<file path="config.mk">
export PLATFORM = sky130hd
export DESIGN_NAME = acc_readout
export DESIGN_NICKNAME = d
export VERILOG_FILES = /design/src/rtl/acc_readout.sv
export SDC_FILE = /design/constraint.sdc
export NUM_CORES = 1
export LEC_CHECK = 0
export BUFFER_PORTS_ARGS = -buffer_cell sky130_fd_sc_hd__buf_2
export CAP_MARGIN = 20
export CELL_PAD_IN_SITES_DETAIL_PLACEMENT = 2
export CELL_PAD_IN_SITES_GLOBAL_PLACEMENT = 2
export CORE_ASPECT_RATIO = 1.1
export CORE_MARGIN = 3
export CORE_UTILIZATION = 32
export CTS_CLUSTER_DIAMETER = 200
export DETAILED_ROUTE_END_ITERATION = 10
export PLACE_DENSITY_LB_ADDON = 0.12
export SLEW_MARGIN = 0
export SYNTH_ARGS = -nofsm -noshare
export SYNTH_HDL_FRONTEND = slang
export SYNTH_SLANG_ARGS = --single-unit
</file>
<file path="constraint.sdc">
create_clock -name clk -period 4.45 [get_ports clk]
set_input_delay 0.445 -clock clk [delete_from_list [all_inputs] [get_ports clk]]
set_output_delay 0.445 -clock clk [all_outputs]
set_load 0.05 [all_outputs]
</file>
<file path="src/rtl/acc_readout.sv">
// Histogram readout engine: sweeps accumulator bins 0..bin_last, streams each
// count over valid/ready, and optionally zeroes each bin once it has been read.
module acc_readout #(
  parameter int bit_addr_acc = 19,
  parameter int bit_addr_bin = 10
) (
  input  logic                                 clk,
  input  logic                                 clr_n,
  input  logic                                 start,
  input  logic                                 clear_after_read,
  input  logic [bit_addr_bin-1:0]              bin_last,
  output logic                                 busy,
  output logic                                 done,
  output logic                                 mem_rd_en,
  output logic [bit_addr_bin-1:0]              mem_rd_addr,
  input  logic [bit_addr_acc-1:0]              mem_rd_data,
  output logic                                 mem_wr_en,
  output logic [bit_addr_bin-1:0]              mem_wr_addr,
  output logic [bit_addr_acc-1:0]              mem_wr_data,
  output logic                                 out_valid,
  input  logic                                 out_ready,
  output logic [bit_addr_bin-1:0]              out_addr,
  output logic [bit_addr_acc-1:0]              out_data,
  output logic                                 out_last,
  output logic [bit_addr_acc+bit_addr_bin-1:0] sum
);

  localparam int W_SUM = bit_addr_acc + bit_addr_bin;
  localparam logic [bit_addr_bin-1:0] ADDR_ONE = {{(bit_addr_bin-1){1'b0}}, 1'b1};

  typedef enum logic [2:0] {S_IDLE, S_READ, S_WAIT, S_PRESENT, S_FIN} state_t;

  state_t                    r_state;
  state_t                    w_state_next;
  logic [bit_addr_bin-1:0]   r_bin_last;
  logic                      r_clr;
  logic [bit_addr_bin-1:0]   r_addr;
  logic [W_SUM-1:0]          r_sum;
  logic                      r_out_valid;
  logic [bit_addr_bin-1:0]   r_out_addr;
  logic [bit_addr_acc-1:0]   r_out_data;
  logic                      r_out_last;
  logic                      w_start;
  logic                      w_accept;
  logic [W_SUM-1:0]          w_rd_ext;

  assign w_start  = (r_state == S_IDLE) && start;
  assign w_accept = (r_state == S_PRESENT) && r_out_valid && out_ready;
  assign w_rd_ext = {{bit_addr_bin{1'b0}}, mem_rd_data};

  always_ff @(posedge clk or negedge clr_n) begin
    if (!clr_n) begin
      r_state <= S_IDLE;
    end else begin
      r_state <= w_state_next;
    end
  end

  // RAM strobes are decoded from state so an asynchronous reset kills them at once.
  always_comb begin
    w_state_next = r_state;
    busy         = 1'b0;
    done         = 1'b0;
    mem_rd_en    = 1'b0;
    mem_wr_en    = 1'b0;
    unique case (r_state)
      S_IDLE: begin
        if (start) w_state_next = S_READ;
      end
      S_READ: begin
        busy         = 1'b1;
        mem_rd_en    = 1'b1;
        w_state_next = S_WAIT;
      end
      S_WAIT: begin
        busy         = 1'b1;
        mem_wr_en    = r_clr;
        w_state_next = S_PRESENT;
      end
      S_PRESENT: begin
        busy = 1'b1;
        if (w_accept) w_state_next = r_out_last ? S_FIN : S_READ;
      end
      S_FIN: begin
        busy         = 1'b1;
        done         = 1'b1;
        w_state_next = S_IDLE;
      end
      default: begin
        w_state_next = S_IDLE;
      end
    endcase
  end

  always_ff @(posedge clk or negedge clr_n) begin
    if (!clr_n) begin
      r_bin_last  <= '0;
      r_clr       <= 1'b0;
      r_addr      <= '0;
      r_sum       <= '0;
      r_out_valid <= 1'b0;
      r_out_addr  <= '0;
      r_out_data  <= '0;
      r_out_last  <= 1'b0;
    end else begin
      if (w_start) begin
        r_bin_last <= bin_last;
        r_clr      <= clear_after_read;
        r_addr     <= '0;
        r_sum      <= '0;
      end
      if (r_state == S_WAIT) begin
        r_out_data  <= mem_rd_data;
        r_out_addr  <= r_addr;
        r_out_last  <= (r_addr == r_bin_last);
        r_out_valid <= 1'b1;
        r_sum       <= r_sum + w_rd_ext;
      end
      // The final bin never increments, so the counter cannot wrap at full scale.
      if (w_accept) begin
        r_out_valid <= 1'b0;
        r_out_last  <= 1'b0;
        if (!r_out_last) r_addr <= r_addr + ADDR_ONE;
      end
    end
  end

  assign mem_rd_addr = r_addr;
  assign mem_wr_addr = r_addr;
  assign mem_wr_data = '0;
  assign out_valid   = r_out_valid;
  assign out_addr    = r_out_addr;
  assign out_data    = r_out_data;
  assign out_last    = r_out_last;
  assign sum         = r_sum;

endmodule

</file>
# == Word level (Yosys, flattened, before mapping) ==
# Cells that the tools add are included.
# totals
ff_bits,84
out_inout_bits,103
word_cells,43
input_bits,34
# op_classes
n_eq_ne,7
addsub,2
reduce_logical,8
n_mux,17
# op_table
cell,count
29-bit 2-to-1 mux,2
10-bit 2-to-1 mux,3
29-bit by 19-bit adder with 29-bit output,1
3-bit one-hot mux with 4 select lines,1
"10-bit by 1-bit adder with 10-bit output, second input constant",1
10-bit == test,1
3-bit 2-to-1 mux,3
1-bit 2-to-1 mux,8
"3-bit by 2-bit == test with 1-bit output, second input constant",2
"2-bit inequality test, second input constant",2
2-bit nonzero test,2
4-bit OR reduction,1
"3-bit by 1-bit == test with 1-bit output, second input constant",1
"3-bit == test, second input constant",1
1-bit logical AND,3
3-bit zero test,1
2-bit AND reduction,1

# == Logic depth before layout (Yosys ltp) ==
# Gate-level depths: netlist of run 1.
# depth
ltp_word,5
ltp_mapped,10
ltp_nobuf,10

# == Worst setup path before layout of run 1 ==
# Ideal clock, no wire load.
# synth_timing
path_type,register to register
start,"register r_sum[0], in the netlist sum[0]"
end,"register r_sum[24], in the netlist sum[24]"
arrival_ns,2.411
period_less_slack_ns,2.559
required_ns,4.302
stages_incl_launch_ff,11
setup_slack_ns,1.891
cell_sequence,dfrtp_1 ha_1 inv_1 fa_1 nor2b_1 o31ai_1 a21oi_1 a221o_1 a41o_1 nand4_1 mux2i_1
# synth_between
elab_chain_cells,2
# synth_rtl
element,line,rtl
"start, declared",38,logic [W_SUM-1:0] r_sum;
"start signal, assigned",117,r_sum <= r_sum + w_rd_ext;
29-bit by 19-bit adder with 29-bit output,117,
29-bit 2-to-1 mux,112,if (r_state == S_WAIT) begin
# No other way between the ends.
# A chain may end at the register's enable or synchronous reset.

# == Worst setup path after layout of run 1 ==
# layout_timing
start,"register r_sum[0], in the netlist sum[0]"
end,"register r_sum[28], in the netlist sum[28]"
# Same word-level chain as after synthesis.

==> results.md, run 1 <==
* Status: finished, final reports clean
* DRC viols at 0
* Setup TNS at 0 ps
* Yosys top cell by area: dfrtp_1
* Int Power at 2.221 mW
* Placer congestion estimate at 0.8338
* Flops & latches, synth at 84
* Crit-path max FO at 4
* Fin nets at 693
* Chip width at 121.0 um
* Part of the power in registers at 28.0%
* Total number of vias at 4,118
* Vias in the first global route at 4,564
* Clock power share at 17.8%
* Global-route wire length before repair at 23,650 um
* Vias/cell at 4.955
* Critical path launch point type: flop
* Static Leak at 3.069 nW
* Largest net degree at the start of global routing at 51
* Async set-reset flop share out of synthesis at 100.0%
* Cells after Synth at 536
* Share of the synthesized area in the top cell type at 45.16%
* HPWL after DPL at 10,540 um
* CORE AREA at 14,020 um^2
* CTS resizes at 0
* Post-synth EDFFs at 0
* Gate power share at 54.2%
* Max Cap Viol at 0
* Worst Skew at 6.868 ps
* CTS Root Cell: clkbuf_16
* First drt pass iteration count at 6
* Tcrit/Tclk final at 58.77%
* Max Clock Freq at 0.3824 GHz
* Critical Path End Type: flop
* Ant diodes at 0
* Yosys warning count at 0
* Distinct cells, synth at 47
* Commonest cells post-synth: nand2_1, dfrtp_1, o21ai_0
* Clock Latency Late Sink at 340 ps
* Post-route cell area at 5617 um^2
* Sequential cell area at 2102 um^2
* Wire per inst at 17.22 um
* Layout cells sized above 1 at 22.08%
* I/O pins at 137
* Hold-fix buffers, CTS at 0
* Port bufs at 117
* Htree depth at 3
* RSZ-0062 raised after global routing: no
* Count of endpoints failing hold in the final timing report at 0
* CTS clk-pin slew, worst paths at 60 ps
* Area contributors post-synth: dfrtp_1, nand2_1, ha_1
* Crit Path Category: reg2reg
* Site row count at 45
* CTS max path bufs at 2
* Seq/Total Area, Yosys at 45.16%
* Crit path time final at 2615 ps
* Area grow syn2layout at 20.67%
* Pins Over Slew Limit at 0
* Peak supply drop at 0.0002800 V
* Chip Height at 132.5 um
* Sw power at 2.349 mW
* Initial DRC count at 100
* Slew @ Worst Pin at 831.7 ps
* Post-Syn Area at 4654 um^2
* DP Area at 5299 um^2
* Initial Util at 33.20%
* CTS tree: yes
* Hold Path Class: in2async
* Final WS setup at 1835 ps
* Grt ovf at 0
* Die ar. at 16,030 um^2
* WP data required at 4710 ps
* Power per cell area at 813.8 nW/um^2
* Setup Slack @ Placement at 1636 ps
* Total power at 4.571 mW
* Relative slew slack at 44.55%
* Initial antenna violation count at 1
* GRT Total Usage at 18.40%
* Main synth FF type: dfrtp_1
* Final Util at 40.06%
* Avg Cell Area, Syn at 8.684 um^2
* CTS Buf Count at 9
* Arr. time, crit path at 2870 ps
* FILL cells at 1,585
* Post-Route WL at 14,310 um
* Routed Antenna Nets at 0
* CTS Sinks at 84
* Switching share of total power at 51.40%
* Most common cell in the synthesized netlist: nand2_1
* Multi-input logic area at 2306 um^2
* # Post-CTS Setup Buffers at 0
* Finish-stage setup viols at 0
-- registers in the layout, summed over array words and instances (netlist names) --
| signal | count |
|---|---|
| r_bin_last | 10 |
| out_valid | 1 |
| mem_rd_addr | 10 |
| r_clr | 1 |
| sum | 29 |
| out_last | 1 |
| r_state | 3 |
| out_data | 19 |
| out_addr | 10 |
-- worst paths after layout --
path,cells past startpoint,start,endpoint,slack (ps)
worst min register to register,2,r_clr,r_clr,470
worst min-delay path,1,clr_n,out_data[3],110
max in group asynchronous,2,clr_n,out_data[14],3420
min in group clk,3,clear_after_read,r_clr,290
worst max-delay path,10,sum[0],sum[28],1830
worst max register to register,10,sum[0],sum[28],1830
-- cells by family (layout without fill, tap and decap cells) --
| group | Yosys count | after routing | share of synthesized area [%] |
|---|---|---|---|
| DFF | 84 | 84 | 45.16 |
| and+or+nand+nor | 243 | 243 | 21.91 |
| muxes | 11 | 11 | 2.366 |
| buffers and inverters | 55 | 144 | 6.855 |
| other | 1 | 19 | 0.08057 |
| adders and majority gates | 21 | 21 | 5.806 |
| AOI/OAI and AO/OA | 89 | 89 | 11.80 |
| xor gates and xnor gates | 32 | 32 | 6.022 |
-- stage by stage --
stage	hold slack, ps	instances
after floorplan	149.4	554
after global placement	453.1	814
after detailed placement	458.7	815
after CTS	149.3	831
after global routing	166.9	831
final	106.4	831
-- worst max-delay path, stage by stage, from the launching register on --
cell	delay, ps
dfrtp_1	400
ha_1	220
inv_1	90
fa_1	200
nor2b_1	70
o31ai_1	380
a21oi_1	190
a221o_1	380
a41o_1	310
nand3_1	110
mux2i_1	190
-- metal layers --
layer	GRT usage, %	routed length [um]
met1	22.84	6241
met2	31.97	7259
met3	4.446	614
met4	4.660	179
met5	0	13
-- layout by cell type, fill, tap and decap left out, types with 11 or more instances in the layout --
| cell type | Yosys | routed |
|---|---|---|
| a21oi_1 | 18 | 18 |
| buf_2 | 2 | 116 |
| conb_1 | 1 | 19 |
| dfrtp_1 | 84 | 84 |
| ha_1 | 20 | 20 |
| mux2i_1 | 11 | 11 |
| nand2_1 | 169 | 169 |
| nand3_1 | 20 | 19 |
| nor2_1 | 25 | 25 |
| o21ai_0 | 33 | 33 |
| xnor2_1 | 11 | 11 |
| xor2_1 | 21 | 21 |
-- power groups by stage --
stage          clock network (mW)  logic, mW  registers, mW
3_3_place_gp                    0       2.43           1.28
5_1_grt                     0.873       2.71           1.33
4_1_cts                     0.842       2.52           1.29
3_5_place_dp                    0       2.50           1.30
6_report                    0.815       2.48           1.28
2_1_floorplan                   0       1.17           1.97
-- layout make-up --
type | count | share of cell area (%)
clock inverters | 5 | 1.337
flip-flops and latches | 84 | 37.42
repair buffers | 122 | 11.27
clock buffers | 11 | 4.322
multi-input cells | 415 | 41.06
inverters | 6 | 0.4010
well taps | 188 | 4.188
No activity file was read; power rests on OpenSTA's default activity.
==> inputs of run 2 (changes only) <==
--- a/config.mk
+++ b/config.mk
@@ -5,13 +5,14 @@
 export SDC_FILE = /design/constraint.sdc
 export NUM_CORES = 1
 export LEC_CHECK = 0
+export ABC_AREA = 1
 export BUFFER_PORTS_ARGS = -buffer_cell sky130_fd_sc_hd__buf_2
 export CAP_MARGIN = 20
 export CELL_PAD_IN_SITES_DETAIL_PLACEMENT = 2
 export CELL_PAD_IN_SITES_GLOBAL_PLACEMENT = 2
 export CORE_ASPECT_RATIO = 1.1
 export CORE_MARGIN = 3
-export CORE_UTILIZATION = 32
+export CORE_UTILIZATION = 29
 export CTS_CLUSTER_DIAMETER = 200
 export DETAILED_ROUTE_END_ITERATION = 10
 export PLACE_DENSITY_LB_ADDON = 0.12
==> constraint.sdc (replaced) <==
create_clock -name clk -period 2.5 [get_ports clk]
set_input_delay 0.25 -clock clk [delete_from_list [all_inputs] [get_ports clk]]
set_output_delay 0.25 -clock clk [all_outputs]
set_load 0.05 [all_outputs]
==> results.md, run 2 <==
* Vias/cell at 4.735 (-4.4%)
* Number of cells on the worst hold path at 3
* Avg Cell Area, Syn at 7.004 um^2 (-19%)
* Ant diodes at 0 (unchanged)
* Switching share of total power at 54.93% (+3.5 points)
* Max Cap Viol at 0 (unchanged)
* Global-route wire length before repair at 30,840 um (+30%)
* Post-Route WL at 18,630 um (+30%)
* DRC viols at 0 (unchanged)
* Top Layer Used: met4
* HPWL after DPL at 14,280 um (+35%)
* Post-Synth Adder-Cell Area at 5.057% (-0.75 points)
* Relative slew slack at 60.17% (+16 points)
* Crit path time final at 2275 ps (-340.3 ps)
* Simple-gate share of the synthesized area at 34.46% (+13 points)
* Async set-reset flop share out of synthesis at 100.0% (unchanged)
* Initial Util at 29.91% (-3.3 points)
* Sw power at 4.915 mW (+110%)
* Clock power share at 17.1% (-0.7 points)
* Sequential cell area at 2102 um^2 (unchanged)
* FF-to-FF End: sum[14]
* Share of the synthesized area in the top cell type at 39.34% (-5.8 points)
* WP data required at 2740 ps (-1970 ps)
* Complex-gate fraction of the synthesized area at 6.720% (-5.1 points)
* Crit-path max FO at 4 (unchanged)
* Gate power share at 57.6% (+3.4 points)
* CTS Buf Count at 9 (unchanged)
* Post-synthesis xor/xnor area fraction at 1.639% (-4.4 points)
* Most common cell in the synthesized netlist: nand2_1
* Status: finished, final reports clean
* Hold endpoint: r_bin_last[1]
* Placer congestion estimate at 0.8061 (-3.3%)
* Site row count at 51 (+13%)
* Clock Latency Late Sink at 360 ps (+20 ps)
* CTS clk-pin slew, worst paths at 70 ps (about the same)
* Distinct cells, synth at 41 (-13%)
* Metal1 wirelength at 8011 um (+28%)
* Wire per inst at 16.71 um (-3.0%)
* GRT Total Usage at 19.22% (+0.82 points)
* Post-Syn Area at 5344 um^2 (+15%)
* Flops & latches, synth at 84 (unchanged)
* Worst Skew at 8.574 ps (+1.706 ps)
* Wire length on met2 at 9758 um (+34%)
* Hold Path Class: in2reg
* First drt pass iteration count at 4 (-2)
* Peak supply drop at 0.0005742 V (+110%)
* Pins Over Slew Limit at 0 (unchanged)
* Grt ovf at 0 (unchanged)
* Yosys warning count at 0 (unchanged)
* Htree depth at 3 (unchanged)
* HP Start: bin_last[1]
* Vias in the first global route at 5,933 (+30%)
* Critical Path End Type: flop
* Int Power at 4.033 mW (+82%)
* Main synth FF type: dfrtp_1
* Flop-to-flop setup slack at 230 ps (-1610 ps)
* Met3 WL at 612 um (-0.33%)
* Commonest cells post-synth: nand2_1, inv_1, dfrtp_1
* Layout cells sized above 1 at 19.61% (-2.5 points)
* Initial antenna violation count at 0 (-1)
* Chip Height at 148.4 um (+12%)
* Count of endpoints failing hold in the final timing report at 0 (unchanged)
* Yosys top cell by area: dfrtp_1
* Total number of vias at 5,280 (+28%)
* Setup Slack @ Placement at 92.37 ps (-1544 ps)
* CORE AREA at 17,870 um^2 (+27%)
* Port bufs at 117 (unchanged)
* Most frequent cells in the layout: nand2_1, buf_2, inv_1
* Tcrit/Tclk final at 91.00% (+32 points)
* R2R cell count at 13 (+3)
* Setup TNS at 0 ps (unchanged)
* Finish-stage setup viols at 0 (unchanged)
* Largest net degree at the start of global routing at 49 (-3.9%)
* Max Clock Freq at 0.4396 GHz (+15%)
* RSZ-0062 raised after global routing: no
* Post-synth EDFFs at 0 (unchanged)
* Area contributors post-synth: dfrtp_1, nand2_1, inv_1
* Die ar. at 20,090 um^2 (+25%)
* Power per cell area at 1395 nW/um^2 (+71%)
* Seq/Total Area, Yosys at 39.34% (-5.8 points)
* Area grow syn2layout at 20.07%
* Slew @ Worst Pin at 596.0 ps (-235.7 ps)
* Static Leak at 3.669 nW (+20%)
* CTS Sinks at 84 (unchanged)
* FILL cells at 2,209 (+39%)
* Mux contribution to synthesized area at 0% (-2.4 points)
* Initial DRC count at 159 (+59%)
* Commonest non-fill, non-tap cell in the layout: nand2_1
* Part of the power in registers at 25.3% (-2.7 points)
* Cells after Synth at 763 (+42%)
* Critical path launch point type: flop
* Chip width at 135.4 um (+12%)
* Final WS setup at 225.1 ps (-1610 ps)
* CTS max path bufs at 2 (unchanged)
* Arr. time, crit path at 2520 ps (-350 ps)
* Multi-input logic area at 2643 um^2 (+15%)
* I/O pins at 137 (unchanged)
* Routed Antenna Nets at 0 (unchanged)
* CTS Root Cell: clkbuf_16
* Combinational family with the most area after synthesis: simple AND/OR/NAND/NOR gates
* Max reg flops at 29 (unchanged)
* Crit Path Category: reg2reg
* CTS tree: yes
* Reg2reg start: sum[0]
* Fin nets at 928 (+34%)
==> run 2: cell types whose count changed after synthesis, moves of 11 or more <==
cell and change:
clkbuf_1 -14, inv_1 +89, mux2i_1 -11, nand2_1 +146, nand3_1 +17, nor2_1 +18
xor2_1 -14
==> run 2: cell type report <==
type,count,area share (%)
clock inverter,5,1.326
timing repair buffer,126,10.45
sequential,84,32.76
clock buffer,10,3.725
inverter,100,5.909
multi-input combinational,552,41.19
tap,238,4.641
==> run 2: kinds of logic after synthesis <==
logic type / after synthesis
and+or+nand+nor: 437
adders and majority gates: 21
buffers and inverters: 145
DFF: 84
AOI/OAI and AO/OA: 65
other: 1
xor gates and xnor gates: 10
==> run 2: worst max path at each step <==
stage	from	end	slack, ps	depth (start not counted)
2_1_floorplan	sum[0]	sum[22]	330	13
3_3_place_gp	sum[0]	sum[14]	130	13
3_5_place_dp	sum[0]	sum[14]	90	13
4_1_cts	sum[0]	sum[14]	80	13
5_1_grt	sum[0]	sum[14]	50	13
6_report	sum[0]	sum[14]	230	13
==> run 2: timing repair <==
action                     4_1_cts  5_1_grt
hold endpoints to repair        25        0
setup buffers                    0        0
hold buffers                     1        0
setup endpoints to repair        0        3
gates resized for setup          0        2
==> run 2: critical path, stage by stage (launching register included) <==
cell and delay, ps:
dfrtp_1 370, ha_1 230, inv_1 70, fa_1 370, inv_1 100, nand2_1 90
o21ai_2 210, nand2_1 80, nand2_1 180, nand3_1 150, nand2_1 90, nand2_1 50
nand3_1 100, nand2_1 60
==> run 2: metrics by stage <==
stage                     utilization [%]  instance area, um^2  std cells  power, mW  hold slack (ps)
after floorplan                         -                 5416        781      6.087           -45.59
after CTS                           35.87                 6409       1115      9.087            85.83
after global routing                35.91                 6416       1115      9.691            90.50
after global placement              34.00                 6075       1099      7.344            233.1
final                               35.91                 6416       1115      8.948            89.98
after detailed placement            34.00                 6075       1099      7.506            235.7
==> run 2: routing by layer <==
layer | vias to the layer above | global-route usage (%)
li1 | 2538 | -
met1 | 2626 | 23.53
met2 | 99 | 34.96
met3 | 17 | 3.011
met4 | 0 | 5.091
met5 | - | 0
==> run 2: power groups by stage <==
stage          Clock, mW  Combinational [mW]  Sequential, mW
2_1_floorplan          0                2.55            3.54
3_3_place_gp           0                5.08            2.26
3_5_place_dp           0                5.20            2.30
4_1_cts             1.56                5.25            2.28
5_1_grt             1.62                5.72            2.36
6_report            1.53                5.16            2.27
